## src/rtl/program_loader_pkg.sv

```systemverilog
// -----------------------------------------------------------------------------
// program_loader_pkg
// Shared definitions for the boot-time program loader:
//   - INSTR_START_PC / DATA_START_PC : bounds of the DRAM instruction region
//   - loader_state_e                 : loader FSM state encoding
//   - word_addr()                    : byte address of an instruction word
// No ports (package).
// -----------------------------------------------------------------------------
`timescale 1ns/1ps

package program_loader_pkg;

  // First instruction byte address and last instruction-region byte address.
  localparam int unsigned INSTR_START_PC = 32'd0;
  localparam int unsigned DATA_START_PC  = 32'd127;

  typedef enum logic [2:0] {
    IDLE     = 3'd0,
    ASSEMBLE = 3'd1,
    WRITE    = 3'd2,
    DONE     = 3'd3,
    ERROR    = 3'd4
  } loader_state_e;

  // Byte address of word number idx, counted from base (words are 4 bytes).
  function automatic logic [31:0] word_addr(input logic [31:0] base,
                                            input logic [31:0] idx);
    word_addr = base + {idx[29:0], 2'b00};
  endfunction

endpackage

```

## src/rtl/program_loader_byte_packer.sv

```systemverilog
// -----------------------------------------------------------------------------
// program_loader_byte_packer
// Packs bytes into a little-endian 32-bit word (first byte -> bits 7:0).
// Ports:
//   i_clock, i_reset  : clock, synchronous active-high reset
//   i_clear           : synchronous clear of byte count and partial word
//   i_accept          : i_byte is consumed this cycle
//   i_byte            : incoming byte
//   o_word            : partial word with i_byte merged into the current lane;
//                       this is the complete word when o_word_full is high
//   o_word_full       : the byte accepted this cycle completes the word
// -----------------------------------------------------------------------------
`timescale 1ns/1ps

module program_loader_byte_packer
  import program_loader_pkg::*;
(
  input  logic        i_clock,
  input  logic        i_reset,
  input  logic        i_clear,
  input  logic        i_accept,
  input  logic [7:0]  i_byte,
  output logic [31:0] o_word,
  output logic        o_word_full
);

  logic [1:0]  r_byte_cnt;
  logic [31:0] r_shift;
  logic [31:0] w_merged;

  // Merge the incoming byte into the lane selected by the byte counter.
  always_comb begin
    w_merged = r_shift;
    case (r_byte_cnt)
      2'd0:    w_merged[7:0]   = i_byte;
      2'd1:    w_merged[15:8]  = i_byte;
      2'd2:    w_merged[23:16] = i_byte;
      2'd3:    w_merged[31:24] = i_byte;
      default: w_merged        = r_shift;
    endcase
  end

  // The full word is exposed in the same cycle as its last byte so the
  // loader can register it straight into its write-data output.
  assign o_word      = w_merged;
  assign o_word_full = i_accept && (r_byte_cnt == 2'd3);

  // Byte counter and lane register; a completed word restarts from zero.
  always_ff @(posedge i_clock) begin
    if (i_reset || i_clear) begin
      r_byte_cnt <= 2'd0;
      r_shift    <= 32'd0;
    end else if (o_word_full) begin
      r_byte_cnt <= 2'd0;
      r_shift    <= 32'd0;
    end else if (i_accept) begin
      r_byte_cnt <= r_byte_cnt + 2'd1;
      r_shift    <= w_merged;
    end else begin
      r_byte_cnt <= r_byte_cnt;
      r_shift    <= r_shift;
    end
  end

endmodule

```

## src/rtl/program_loader.sv

```systemverilog
// -----------------------------------------------------------------------------
// program_loader
// Boot-time loader: receives a program as a byte stream, packs it into
// little-endian words, writes them to the DRAM instruction region and then
// releases the core from reset.
// Ports:
//   clock, reset            : clock, synchronous active-high reset
//   load_start_ip/len_ip    : start pulse and word count (sampled in IDLE)
//   byte_valid_ip/data_ip   : byte stream in; byte_ready_op back-pressure
//   mem_wr_en/addr/data_op  : DRAM write request, held until mem_gnt_ip
//   mem_en_op               : DRAM enable
//   core_reset_op           : core reset, low once the load has completed
//   done_op / error_op      : load finished / illegal length requested
// All outputs are registers.
// -----------------------------------------------------------------------------
`timescale 1ns/1ps

module program_loader
  import program_loader_pkg::*;
#(
  parameter int unsigned START_ADDR = INSTR_START_PC,
  parameter int unsigned MAX_WORDS  = (DATA_START_PC + 1) / 4,
  parameter int unsigned LEN_W      = 8
) (
  input  logic             clock,
  input  logic             reset,
  input  logic             load_start_ip,
  input  logic [LEN_W-1:0] load_len_ip,
  input  logic             byte_valid_ip,
  input  logic [7:0]       byte_data_ip,
  output logic             byte_ready_op,
  output logic             mem_wr_en_op,
  output logic [31:0]      mem_wr_addr_op,
  output logic [31:0]      mem_wr_data_op,
  input  logic             mem_gnt_ip,
  output logic             mem_en_op,
  output logic             core_reset_op,
  output logic             done_op,
  output logic             error_op
);

  localparam int unsigned CNT_W        = $clog2(MAX_WORDS) + 1;
  localparam logic [31:0] START_ADDR_W = 32'(START_ADDR);
  localparam logic [31:0] MAX_WORDS_W  = 32'(MAX_WORDS);

  loader_state_e     r_state;
  logic [CNT_W-1:0]  r_word_cnt;
  logic [CNT_W-1:0]  r_last_idx;
  logic              r_byte_ready;
  logic              r_wr_en;
  logic [31:0]       r_wr_addr;
  logic [31:0]       r_wr_data;
  logic              r_mem_en;
  logic              r_core_reset;
  logic              r_done;
  logic              r_error;

  logic              w_len_ok;
  logic              w_accept;
  logic              w_clear;
  logic [31:0]       w_word;
  logic              w_word_full;

  // Legal length is 1..MAX_WORDS, compared unsigned in 32 bits.
  assign w_len_ok = (load_len_ip != {LEN_W{1'b0}}) &&
                    (32'(load_len_ip) <= MAX_WORDS_W);

  // byte_ready is only ever high in ASSEMBLE, so this also gates by state.
  assign w_accept = byte_valid_ip & r_byte_ready;
  assign w_clear  = (r_state == IDLE);

  program_loader_byte_packer u_packer (
    .i_clock     (clock),
    .i_reset     (reset),
    .i_clear     (w_clear),
    .i_accept    (w_accept),
    .i_byte      (byte_data_ip),
    .o_word      (w_word),
    .o_word_full (w_word_full)
  );

  // Loader FSM with all outputs registered alongside the state.
  always_ff @(posedge clock) begin
    if (reset) begin
      r_state      <= IDLE;
      r_word_cnt   <= {CNT_W{1'b0}};
      r_last_idx   <= {CNT_W{1'b0}};
      r_byte_ready <= 1'b0;
      r_wr_en      <= 1'b0;
      r_wr_addr    <= 32'd0;
      r_wr_data    <= 32'd0;
      r_mem_en     <= 1'b0;
      r_core_reset <= 1'b1;
      r_done       <= 1'b0;
      r_error      <= 1'b0;
    end else begin
      case (r_state)
        IDLE: begin
          if (load_start_ip) begin
            if (w_len_ok) begin
              // Stored as len-1 so the last-word test is a plain equality.
              r_last_idx   <= CNT_W'(load_len_ip - {{(LEN_W-1){1'b0}}, 1'b1});
              r_word_cnt   <= {CNT_W{1'b0}};
              r_byte_ready <= 1'b1;
              r_state      <= ASSEMBLE;
            end else begin
              r_error      <= 1'b1;
              r_state      <= ERROR;
            end
          end else begin
            r_state <= IDLE;
          end
        end

        ASSEMBLE: begin
          if (w_word_full) begin
            r_byte_ready <= 1'b0;
            r_wr_en      <= 1'b1;
            r_wr_addr    <= word_addr(START_ADDR_W, 32'(r_word_cnt));
            r_wr_data    <= w_word;
            r_mem_en     <= 1'b1;
            r_state      <= WRITE;
          end else begin
            r_state <= ASSEMBLE;
          end
        end

        WRITE: begin
          if (mem_gnt_ip) begin
            r_wr_en   <= 1'b0;
            r_wr_addr <= 32'd0;
            r_wr_data <= 32'd0;
            if (r_word_cnt == r_last_idx) begin
              r_mem_en     <= 1'b1;
              r_core_reset <= 1'b0;
              r_done       <= 1'b1;
              r_state      <= DONE;
            end else begin
              r_word_cnt   <= r_word_cnt + {{(CNT_W-1){1'b0}}, 1'b1};
              r_mem_en     <= 1'b0;
              r_byte_ready <= 1'b1;
              r_state      <= ASSEMBLE;
            end
          end else begin
            r_state <= WRITE;
          end
        end

        DONE: begin
          r_state <= DONE;
        end

        ERROR: begin
          r_state <= ERROR;
        end

        default: begin
          // Unreachable encoding: fall back to the reset state, core held.
          r_state      <= IDLE;
          r_byte_ready <= 1'b0;
          r_wr_en      <= 1'b0;
          r_wr_addr    <= 32'd0;
          r_wr_data    <= 32'd0;
          r_mem_en     <= 1'b0;
          r_core_reset <= 1'b1;
          r_done       <= 1'b0;
          r_error      <= 1'b0;
        end
      endcase
    end
  end

  assign byte_ready_op  = r_byte_ready;
  assign mem_wr_en_op   = r_wr_en;
  assign mem_wr_addr_op = r_wr_addr;
  assign mem_wr_data_op = r_wr_data;
  assign mem_en_op      = r_mem_en;
  assign core_reset_op  = r_core_reset;
  assign done_op        = r_done;
  assign error_op       = r_error;

endmodule

```

## config.mk

```make
export PLATFORM = sky130hd
export DESIGN_NAME = program_loader
export DESIGN_NICKNAME = d
export VERILOG_FILES = /design/src/rtl/program_loader_pkg.sv /design/src/rtl/program_loader_byte_packer.sv /design/src/rtl/program_loader.sv
export SDC_FILE = /design/constraint.sdc
export NUM_CORES = 1
export LEC_CHECK = 0
export CAP_MARGIN = 5
export CORE_MARGIN = 2
export CORE_UTILIZATION = 40
export CTS_BUF_LIST = sky130_fd_sc_hd__clkbuf_4
export CTS_CLUSTER_DIAMETER = 200
export DETAILED_ROUTE_END_ITERATION = 8
export PLACE_DENSITY = 0.77
export SYNTH_ARGS = -nofsm -noshare
export SYNTH_HDL_FRONTEND = slang
export SYNTH_SLANG_ARGS = --single-unit
export TNS_END_PERCENT = 50
```

## constraint.sdc

```tcl
create_clock -name clock -period 5.3 [get_ports clock]
set_input_delay 0.53 -clock clock [delete_from_list [all_inputs] [get_ports clock]]
set_output_delay 0.53 -clock clock [all_outputs]
set_load 0.01 [all_outputs]
```

==> results of run 1 <==
[state kept, by name, summed over array words and instances, names as in the netlist]
signal               flops
core_reset_op            1
r_word_cnt               6
u_packer.r_byte_cnt      2
mem_en_op                1
u_packer.r_shift        32
error_op                 1
mem_wr_en_op             1
mem_wr_data_op          32
r_last_idx               6
byte_ready_op            1
done_op                  1
r_state                  3
mem_wr_addr_op           6
[power groups by stage]
stage / Combinational, mW / Clock [mW] / Sequential [mW]
5_1_grt: 0.0844 / 0.381 / 0.707
6_report: 0.0775 / 0.345 / 0.706
3_5_place_dp: 0.0770 / 0 / 0.721
3_3_place_gp: 0.0753 / 0 / 0.721
2_1_floorplan: 0.0601 / 0 / 0.721
4_1_cts: 0.0771 / 0.349 / 0.706
[kinds of logic (layout without fill, tap and decap cells)]
family	count (synthesis)	count (layout)	share of synthesized area [%]
fa+ha+maj	7	7	2.107
other cells	1	26	0.09022
xor+xnor	12	12	2.529
simple gates	164	164	19.72
flops	93	93	44.79
mux	36	36	8.700
buf+inv	60	87	9.091
compound gates	88	88	12.97
[per-layer routing]
metal  track usage (%)  vias up  wire [µm]
met5                 0        -          0
met4             6.391        0        171
met3             2.698       13        450
met2             27.70       87       4238
met1             18.88     1492       3804
li1                  -     1627          -
[worst reg2reg max path, delay by kind of cell (launching register included)]
family / cells / cell delay, ns
flip-flops: 1 / 0.43
AND/OR/NAND/NOR: 3 / 1.06
adder cells (fa/ha/maj): 1 / 0.52
AO/OA/AOI/OAI: 1 / 0.40
[layout make-up]
class                   count  area [µm²]
clock inverters             7       47.55
fillers                   989        5350
well taps                 136       170.2
clock buffers               9       67.56
inverters                   5       18.77
repair buffers             66       655.6
multi-input cells         333        2013
flip-flops and latches     93        1862
[cells in the final DEF (no fill, tap or decap), types with 4 or more instances in the layout]
cell type / Yosys / final
and3_1: 4 / 4
nor3_1: 5 / 5
clkbuf_4: 0 / 9
xor2_1: 4 / 4
xnor2_1: 8 / 8
mux2i_1: 35 / 35
and2_1: 10 / 10
a221o_1: 4 / 4
nand3_1: 27 / 27
a211oi_1: 6 / 6
dfxtp_1: 93 / 93
ha_1: 7 / 7
conb_1: 1 / 26
nor2_1: 24 / 24
a21oi_1: 28 / 28
nor2b_1: 5 / 4
clkdlybuf4s50_1: 0 / 64
nand2_1: 67 / 67
inv_1: 5 / 5
o21ai_0: 31 / 31
[worst min path at each step]
stage	start	to	cells after the start
after floorplan	u_packer.r_shift[24]	u_packer.r_shift[24]	1
after global placement	mem_wr_data_op[31]	mem_wr_data_op[31]	2
after detailed placement	u_packer.r_shift[25]	u_packer.r_shift[25]	1
after CTS	u_packer.r_shift[12]	u_packer.r_shift[12]	2
after global routing	mem_wr_data_op[20]	mem_wr_data_op[20]	2
final	mem_wr_data_op[20]	mem_wr_data_op[20]	2
==> results by group, run 1 <==
Clock tree
  – Clk Latency, worst-skew pair: 0.45 ns
  – # clock sinks: 93
  – CTS Root Cell: clkbuf_4
  – Clk buf depth: 2
  – Setup repair bufs after CTS: 0
  – CTS HTree Levels: 3
  – PostCTS Resize Cnt: 0
  – CTS buffer count: 9
  – Cts hold-fix bufs: 0
  – CTS tree: yes
  – Clock transition at the registers of the reported paths: 0.14 ns

Power and ir drop
  – Clk pwr share: 30.6%
  – Combinational share of power: 6.9%
  – Flop pwr share: 62.5%
  – Worst IR drop on VDD: 97.42 µV
  – P_sw: 0.2996 mW
  – Pwr dens: 233.5 nW/µm²
  – P_int: 0.8293 mW
  – Pwr Total: 1.129 mW
  – Switching share of power: 26.54%
  – Leak: 1.687 nW

Worst setup path
  – Launch point of the critical path: u_packer.r_byte_cnt[0]
  – Worst r2r src: u_packer.r_byte_cnt[0]
  – Critical path's top delay family: simple AND/OR/NAND/NOR gates
  – Crit path kind: reg -> reg
  – Worst path arrival time: 2.86 ns
  – Slack of the worst reg-to-reg path: 2.81 ns
  – RR Endpoint: mem_wr_data_op[23]
  – WP buf/inv: 0
  – Worst Setup Start Kind: register
  – Worst setup endpoint: mem_wr_data_op[23]
  – R2R depth: 5
  – Slowest CP cell: ha_1
  – Worst setup EP type: register
  – Crit Path Max Fanout: 32
  – Worst path depth: 5
  – Crit-path cells: ha_1, and3_1, and2_1, nand2b_1, o21ai_0
  – Max stage delay on crit path: 0.52 ns
  – Critical path required time: 5.67 ns

Timing
  – Setup TNS: 0 ns
  – Final Setup Violations: 0
  – Relative slew slack: 35.65%
  – Tightest Pin Transition: 0.9652 ns
  – Hold WS: 0.4646 ns
  – RSZ-0062 raised after global routing: no
  – Setup ws final: 2.806 ns
  – Slew Viols, Final: 0
  – Fin. Hold Viols: 0
  – Clock Skew: 0.02182 ns
  – Fmax: 401.0 MHz
  – Clock period minus worst slack: 2.494 ns
  – Fin crit share: 47.05%

Floorplanning
  – Vert. Die Dim: 105.9 µm
  – Num ports: 91
  – Rows: 37
  – Starting Density: 40.81%
  – Core Box Area: 10180 µm²
  – Die W: 105.9 µm
  – Die Area: 11220 µm²

Final layout
  – Post-Route Utilization: 47.47%
  – Area delta synth->final: 16.32%
  – Share of cells above drive strength 1: 5.068%
  – Final Non-Filler Cells: 649
  – Nets: 536
  – Final instance area: 4835 µm²
  – Antenna cells: 0

Place
  – Placed inst area: 4720 µm²
  – IO Port Bufs: 64
  – Gpl congestion: 0.8239
  – Placement Setup Slack: 2.364 ns
  – DP Wirelength: 6271 µm
  – Placed cell count: 633

Detailed routing
  – Vias: 3219
  – WL final: 8664 µm
  – Wire length per cell: 13.35 µm
  – Antenna violation net count after detailed routing: 0
  – Detailed-route DRC error count: 0
  – Drt initial violations: 129
  – Post-DR vias/cell: 4.960
  – Pre-antenna DRT Iters: 4

Logic synthesis
  – Number of enable flip-flop cells after synthesis: 0
  – Post-Synthesis Cells: 461
  – Synth top cells by count: 93 x dfxtp_1, 67 x nand2_1, 35 x mux2i_1
  – Most common cell in the synthesized netlist: dfxtp_1
  – Synth Flop Type: dfxtp_1
  – Register area share after synthesis: 44.79%
  – Top cell type's share of synthesized area: 44.79%
  – Synth Cell Area: 4156 µm²
  – Syn Area/Cell: 9.016 µm²
  – Synth top area cells: dfxtp_1 45%, mux2i_1 8.4%, nand2_1 6.1%
  – Ys async rst share: 0%
  – Cell taking the most area after synthesis: dfxtp_1
  – Syn. warnings: 0
  – Yosys reg bits: 93
  – Yosys cell types: 51

GRT
  – Vias in the first global route: 3016
  – First-pass GRT wire length: 14160 µm
  – Global Route Usage Sum: 15.69%
  – Grt total ovfl: 0
  – Initial antenna violation count: 0
  – Largest net degree at the start of global routing: 36

Run
  – Max-cap violations: 0

Worst hold path
  – Worst hold path type: reg -> reg

Run status
  – Status: completed
Note: power is estimated with default switching activity, not from simulation.
==> inputs of run 2 (changes only) <==
Clock period 5.3 ns to 2.3 ns, I/O delays scaled along.
==> run 2 against run 1 <==
Effect of this change:
- first-iteration DRC count fell by 1.6%
- flip-flop and latch count did not move
- combinational power rose by 150%
- sequential share of layout area fell by 1.0 points
- setup slack got worse by 2.5 ns
- count of clock-buffer cells in the layout did not move
- maximum frequency rose by 27%
==> results by group, run 2 (synthesized netlist as in run 1, its figures left out) <==
Run status
  – Status: completed (unchanged)

Worst setup path
  – Max stage delay on crit path: 0.54 ns (was 0.52 ns)
  – Critical path required time: 2.67 ns (was 5.67 ns)
  – Critical path's top delay family: simple AND/OR/NAND/NOR gates (unchanged)
  – WP buf/inv: 1 (was 0)
  – Worst path arrival time: 2.33 ns (was 2.86 ns)
  – Worst Setup Start Kind: register (unchanged)
  – Crit-path cells: or2_0, nor2_1, or3_1, buf_4, a21oi_1 (was ha_1, and3_1, and2_1, nand2b_1, o21ai_0)
  – Crit Path Max Fanout: 26 (was 32)
  – Crit path kind: reg -> reg (unchanged)
  – Slowest CP cell: dfxtp_1 (was ha_1)
  – Worst setup EP type: register (unchanged)

GRT
  – Grt total ovfl: 0 (unchanged)
  – Global Route Usage Sum: 16.15% (was 15.69%)
  – Largest net degree at the start of global routing: 36 (unchanged)
  – Vias in the first global route: 3090 (was 3016)
  – Initial antenna violation count: 0 (unchanged)
  – First-pass GRT wire length: 14590 µm (was 14160 µm)

Place
  – IO Port Bufs: 64 (unchanged)
  – Gpl congestion: 0.7693 (was 0.8239)
  – DP Wirelength: 6483 µm (was 6271 µm)
  – Placed cell count: 645 (was 633)

Timing
  – Tightest Pin Transition: 0.6921 ns (was 0.9652 ns)
  – RSZ-0062 raised after global routing: no (unchanged)
  – Fin. Hold Viols: 0 (unchanged)
  – Relative slew slack: 53.61% (was 35.65%)
  – Slew Viols, Final: 0 (unchanged)
  – Final Setup Violations: 0 (unchanged)
  – Clock period minus worst slack: 1.963 ns (was 2.494 ns)
  – Clock Skew: 0.02633 ns (was 0.02182 ns)
  – Fin crit share: 85.36% (was 47.05%)
  – Hold WS: 0.4181 ns (was 0.4646 ns)
  – Fmax: 509.3 MHz (was 401.0 MHz)

Detailed routing
  – WL final: 8887 µm (was 8664 µm)
  – Post-DR vias/cell: 5.089 (was 4.960)
  – Drt initial violations: 127 (was 129)
  – Wire length per cell: 13.44 µm (was 13.35 µm)
  – Pre-antenna DRT Iters: 6 (was 4)
  – Detailed-route DRC error count: 0 (unchanged)
  – Vias: 3364 (was 3219)
  – Antenna violation net count after detailed routing: 0 (unchanged)

Run
  – Max-cap violations: 0 (unchanged)

Clock tree
  – # clock sinks: 93 (unchanged)
  – Setup repair bufs after CTS: 0 (unchanged)
  – Clock transition at the registers of the reported paths: 0.14 ns (about the same)
  – Clk buf depth: 2 (unchanged)
  – Clk Latency, worst-skew pair: 0.45 ns (about the same)
  – CTS HTree Levels: 3 (unchanged)
  – Cts hold-fix bufs: 0 (unchanged)
  – CTS tree: yes (unchanged)
  – CTS buffer count: 9 (unchanged)
  – PostCTS Resize Cnt: 0 (unchanged)
  – CTS Root Cell: clkbuf_4 (unchanged)

Floorplanning
  – Starting Density: 40.81% (unchanged)
  – Die W: 105.9 µm (unchanged)
  – Core Box Area: 10180 µm² (unchanged)
  – Vert. Die Dim: 105.9 µm (unchanged)
  – Rows: 37 (unchanged)
  – Die Area: 11220 µm² (unchanged)
  – Num ports: 91 (unchanged)

Final layout
  – Share of cells above drive strength 1: 7.429% (was 5.068%)
  – Most common cell after layout, fill and taps aside: dfxtp_1 (unchanged)
  – Area delta synth->final: 19.45% (was 16.32%)
  – Final Non-Filler Cells: 661 (was 649)
  – Antenna cells: 0 (unchanged)
  – Post-Route Utilization: 48.75% (was 47.47%)
  – Most frequent cells in the layout: 93 x dfxtp_1, 67 x nand2_1, 64 x clkdlybuf4s50_1, 35 x mux2i_1, 31 x o21ai_0 (unchanged)
  – Nets: 548 (was 536)

Power and ir drop
  – Pwr dens: 545.5 nW/µm² (was 233.5 nW/µm²)
  – Pwr Total: 2.708 mW (was 1.129 mW)
  – Leak: 1.766 nW (was 1.687 nW)
  – Worst IR drop on VDD: 295.1 µV (was 97.42 µV)

Worst hold path
  – Worst hold path type: in -> reg (was reg -> reg)
## run 2: power breakdown
group / internal (mW) / leakage [nW] / switching, mW
logic: 0.0729 / 0.936 / 0.117
registers: 1.62 / 0.750 / 0.00781
clock network: 0.338 / 0.0802 / 0.554
## run 2: metrics by stage
step	setup TNS (ns)	setup slack, ns	instance area (µm²)
after floorplan	0	0.4513	4250
after global placement	0	0.1046	4822
after detailed placement	-0.2271	-0.07471	4822
after CTS	0	0.3546	4965
after global routing	0	0.2071	4965
final	0	0.3367	4965
## run 2: per-layer routing
metal	GRT usage, %	part of all wire, %	vias up
met3	3.372	5.8	11
met2	28.85	50	120
met1	19.20	43	1573
met5	0	0	-
met4	5.545	1.2	0
li1	-	-	1660
## run 2: area by class of cell
cell class | instances | area, µm²
Multi-Input combinational cell | 333 | 2013
Fill cell | 973 | 5220
Timing Repair Buffer | 78 | 758.2
Tap cell | 136 | 170.2
Clock inverter | 7 | 75.07
Sequential cell | 93 | 1862
Inverter | 5 | 18.77
Clock buffer | 9 | 67.56
## run 2: final timing paths
check	startpoint	to	slack, ns	depth (start not counted)
worst max-delay path	r_state[0]	u_packer.r_shift[13]	0.34	5
worst min-delay path	load_len_ip[0]	r_last_idx[0]	0.42	2
worst max register to register	r_state[0]	u_packer.r_shift[13]	0.34	5
worst min register to register	u_packer.r_shift[10]	u_packer.r_shift[10]	0.46	2
==> inputs of run 3 (changes only) <==
Settings changed: CORE_ASPECT_RATIO from default to 0.8, CTS_BUF_LIST sky130_fd_sc_hd__clkbuf_4 to sky130_fd_sc_hd__clkbuf_2, HOLD_SLACK_MARGIN from default to 0.06.
==> run 3 against run 2 <==
Effect of this change:
- sequential power about the same
- hold slack worse by 0.070 ns
- cell area is the same
- via count is 1.5% lower
- count of clock-buffer cells in the layout increased by 2
- critical path type unchanged
- largest cell class unchanged
- non-clock buffer count stayed put
- global-route usage up 0.19 points
==> results by group, run 3 (synthesized netlist as in run 1, its figures left out) <==
Run status
  – Status: completed (unchanged)

Floorplanning
  – Num ports: 91 (unchanged)
  – Core Box Area: 10200 µm² (was 10180 µm²)
  – Die W: 118.0 µm (was 105.9 µm)
  – Starting Density: 40.76% (was 40.81%)
  – Rows: 33 (was 37)
  – Die Area: 11230 µm² (was 11220 µm²)
  – Vert. Die Dim: 95.18 µm (was 105.9 µm)

Timing
  – Fmax: 510.6 MHz (was 509.3 MHz)
  – Relative slew slack: 51.93% (was 53.61%)
  – Fin crit share: 85.14% (was 85.36%)
  – Clock Skew: 0.02773 ns (was 0.02633 ns)
  – Slew Viols, Final: 0 (unchanged)
  – Clock period minus worst slack: 1.958 ns (was 1.963 ns)
  – Setup TNS: 0 ns (unchanged)
  – Fin. Hold Viols: 0 (unchanged)
  – Hold WS: 0.3480 ns (was 0.4181 ns)
  – RSZ-0062 raised after global routing: no (unchanged)
  – Final Setup Violations: 0 (unchanged)
  – Tightest Pin Transition: 0.7171 ns (was 0.6921 ns)

Worst setup path
  – Slack of the worst reg-to-reg path: 0.34 ns (about the same)
  – Worst path arrival time: 2.38 ns (was 2.33 ns)
  – Critical path's top delay family: simple AND/OR/NAND/NOR gates (unchanged)
  – WP buf/inv: 0 (was 1)
  – Worst setup EP type: register (unchanged)
  – Crit Path Max Fanout: 10 (was 26)
  – Crit-path cells: or2_0, nor4_4, nor4_2, a221o_1 (was or2_0, nor2_1, or3_1, buf_4, a21oi_1)
  – Max stage delay on crit path: 0.51 ns (was 0.54 ns)
  – R2R depth: 4 (was 5)
  – Worst Setup Start Kind: register (unchanged)
  – RR Endpoint: r_word_cnt[2] (was u_packer.r_shift[13])
  – Critical path required time: 2.72 ns (was 2.67 ns)
  – Worst r2r src: r_state[0] (unchanged)
  – Crit path kind: reg -> reg (unchanged)
  – Slowest CP cell: nor4_4 (was dfxtp_1)

GRT
  – First-pass GRT wire length: 14920 µm (was 14590 µm)
  – Global Route Usage Sum: 16.34% (was 16.15%)
  – Grt total ovfl: 0 (unchanged)
  – Largest net degree at the start of global routing: 36 (unchanged)
  – Initial antenna violation count: 0 (unchanged)
  – Vias in the first global route: 3072 (was 3090)

Clock tree
  – CTS tree: yes (unchanged)
  – Cts hold-fix bufs: 0 (unchanged)
  – PostCTS Resize Cnt: 0 (unchanged)
  – Clock transition at the registers of the reported paths: 0.25 ns (was 0.14 ns)
  – Setup repair bufs after CTS: 0 (unchanged)
  – # clock sinks: 93 (unchanged)
  – CTS Root Cell: clkbuf_2 (was clkbuf_4)
  – CTS HTree Levels: 3 (unchanged)
  – CTS buffer count: 9 (unchanged)
  – Clk Latency, worst-skew pair: 0.52 ns (was 0.45 ns)
  – Clk buf depth: 2 (unchanged)

Detailed routing
  – Detailed-route DRC error count: 0 (unchanged)
  – WL final: 9221 µm (was 8887 µm)
  – Vias: 3313 (was 3364)
  – Wire length per cell: 13.87 µm (was 13.44 µm)
  – Post-DR vias/cell: 4.982 (was 5.089)
  – Pre-antenna DRT Iters: 5 (was 6)
  – Antenna violation net count after detailed routing: 0 (unchanged)
  – Drt initial violations: 158 (was 127)

Final layout
  – Antenna cells: 0 (unchanged)
  – Most common cell after layout, fill and taps aside: dfxtp_1 (unchanged)
  – Area delta synth->final: 19.45% (unchanged)
  – Final instance area: 4965 µm² (unchanged)
  – Share of cells above drive strength 1: 7.429% (unchanged)
  – Nets: 548 (unchanged)
  – Most frequent cells in the layout: 93 x dfxtp_1, 67 x nand2_1, 64 x clkdlybuf4s50_1, 35 x mux2i_1, 31 x o21ai_0 (unchanged)
  – Post-Route Utilization: 48.68% (was 48.75%)

Worst hold path
  – Worst hold path type: in -> reg (unchanged)
  – Hold Path Origin: load_len_ip[0] (unchanged)
  – Hold depth: 2 (unchanged)
  – Hold endpoint: r_last_idx[0] (unchanged)

Place
  – DP Wirelength: 6732 µm (was 6483 µm)
  – Placed inst area: 4827 µm² (was 4822 µm²)
  – Gpl congestion: 0.8372 (was 0.7693)
  – IO Port Bufs: 64 (unchanged)

Power and ir drop
  – Leak: 1.773 nW (was 1.766 nW)
  – Worst IR drop on VDD: 258.1 µV (was 295.1 µV)
  – Pwr dens: 551.0 nW/µm² (was 545.5 nW/µm²)

Run
  – Max-cap violations: 0 (unchanged)
==> run 3: cell types whose count changed in the layout (fill, tap and decap cells not counted) <==
cell       change
clkbuf_2      +11
clkbuf_4       -9
inv_6          +1
bufinv_16      +1
clkinv_4       -3
clkinv_2       -1
==> run 3: layout make-up <==
| type | count | area, µm² |
|---|---|---|
| clock buffers | 11 | 55.05 |
| clock inverters | 5 | 82.58 |
| fillers | 956 | 5234 |
| inverters | 5 | 18.77 |
| multi-input cells | 333 | 2013 |
| flip-flops and latches | 93 | 1862 |
| well taps | 140 | 175.2 |
| repair buffers | 78 | 758.2 |
==> run 3: layer usage <==
layer,GRT usage [%],share of wire (%),vias to the layer above
li1,-,-,1656
met1,22.45,47,1530
met2,25.29,45,120
met3,3.289,7.4,7
met4,6.727,1.2,0
met5,0,0,-
==> run 3: worst max path at each step <==
stage / from / endpoint / cells past startpoint
after CTS: r_state[0] / r_word_cnt[2] / 4
final: r_state[0] / r_word_cnt[2] / 4
after global routing: r_state[0] / u_packer.r_shift[12] / 5
after global placement: load_len_ip[0] / r_last_idx[1] / 8
after floorplan: u_packer.r_byte_cnt[0] / mem_wr_data_op[16] / 9
after detailed placement: load_len_ip[0] / r_last_idx[2] / 8
==> run 3: report_power, final <==
group	internal, mW	leakage (nW)	total [mW]	switching [mW]
Combinational	0.0728	0.936	0.190	0.118
Sequential	1.62	0.750	1.63	0.00734
Clock	0.376	0.0869	0.914	0.538
Total	2.07	1.77	2.74	0.663
==> run 3: through the flow <==
stage / worst slack, ns / power (mW) / std cells
final: 0.3417 / 2.736 / 665
after global routing: 0.1994 / 2.832 / 665
after CTS: 0.3534 / 2.757 / 665
after detailed placement: -0.09391 / 1.850 / 649
after global placement: 0.1075 / 1.846 / 649
after floorplan: 0.4513 / 1.799 / 486
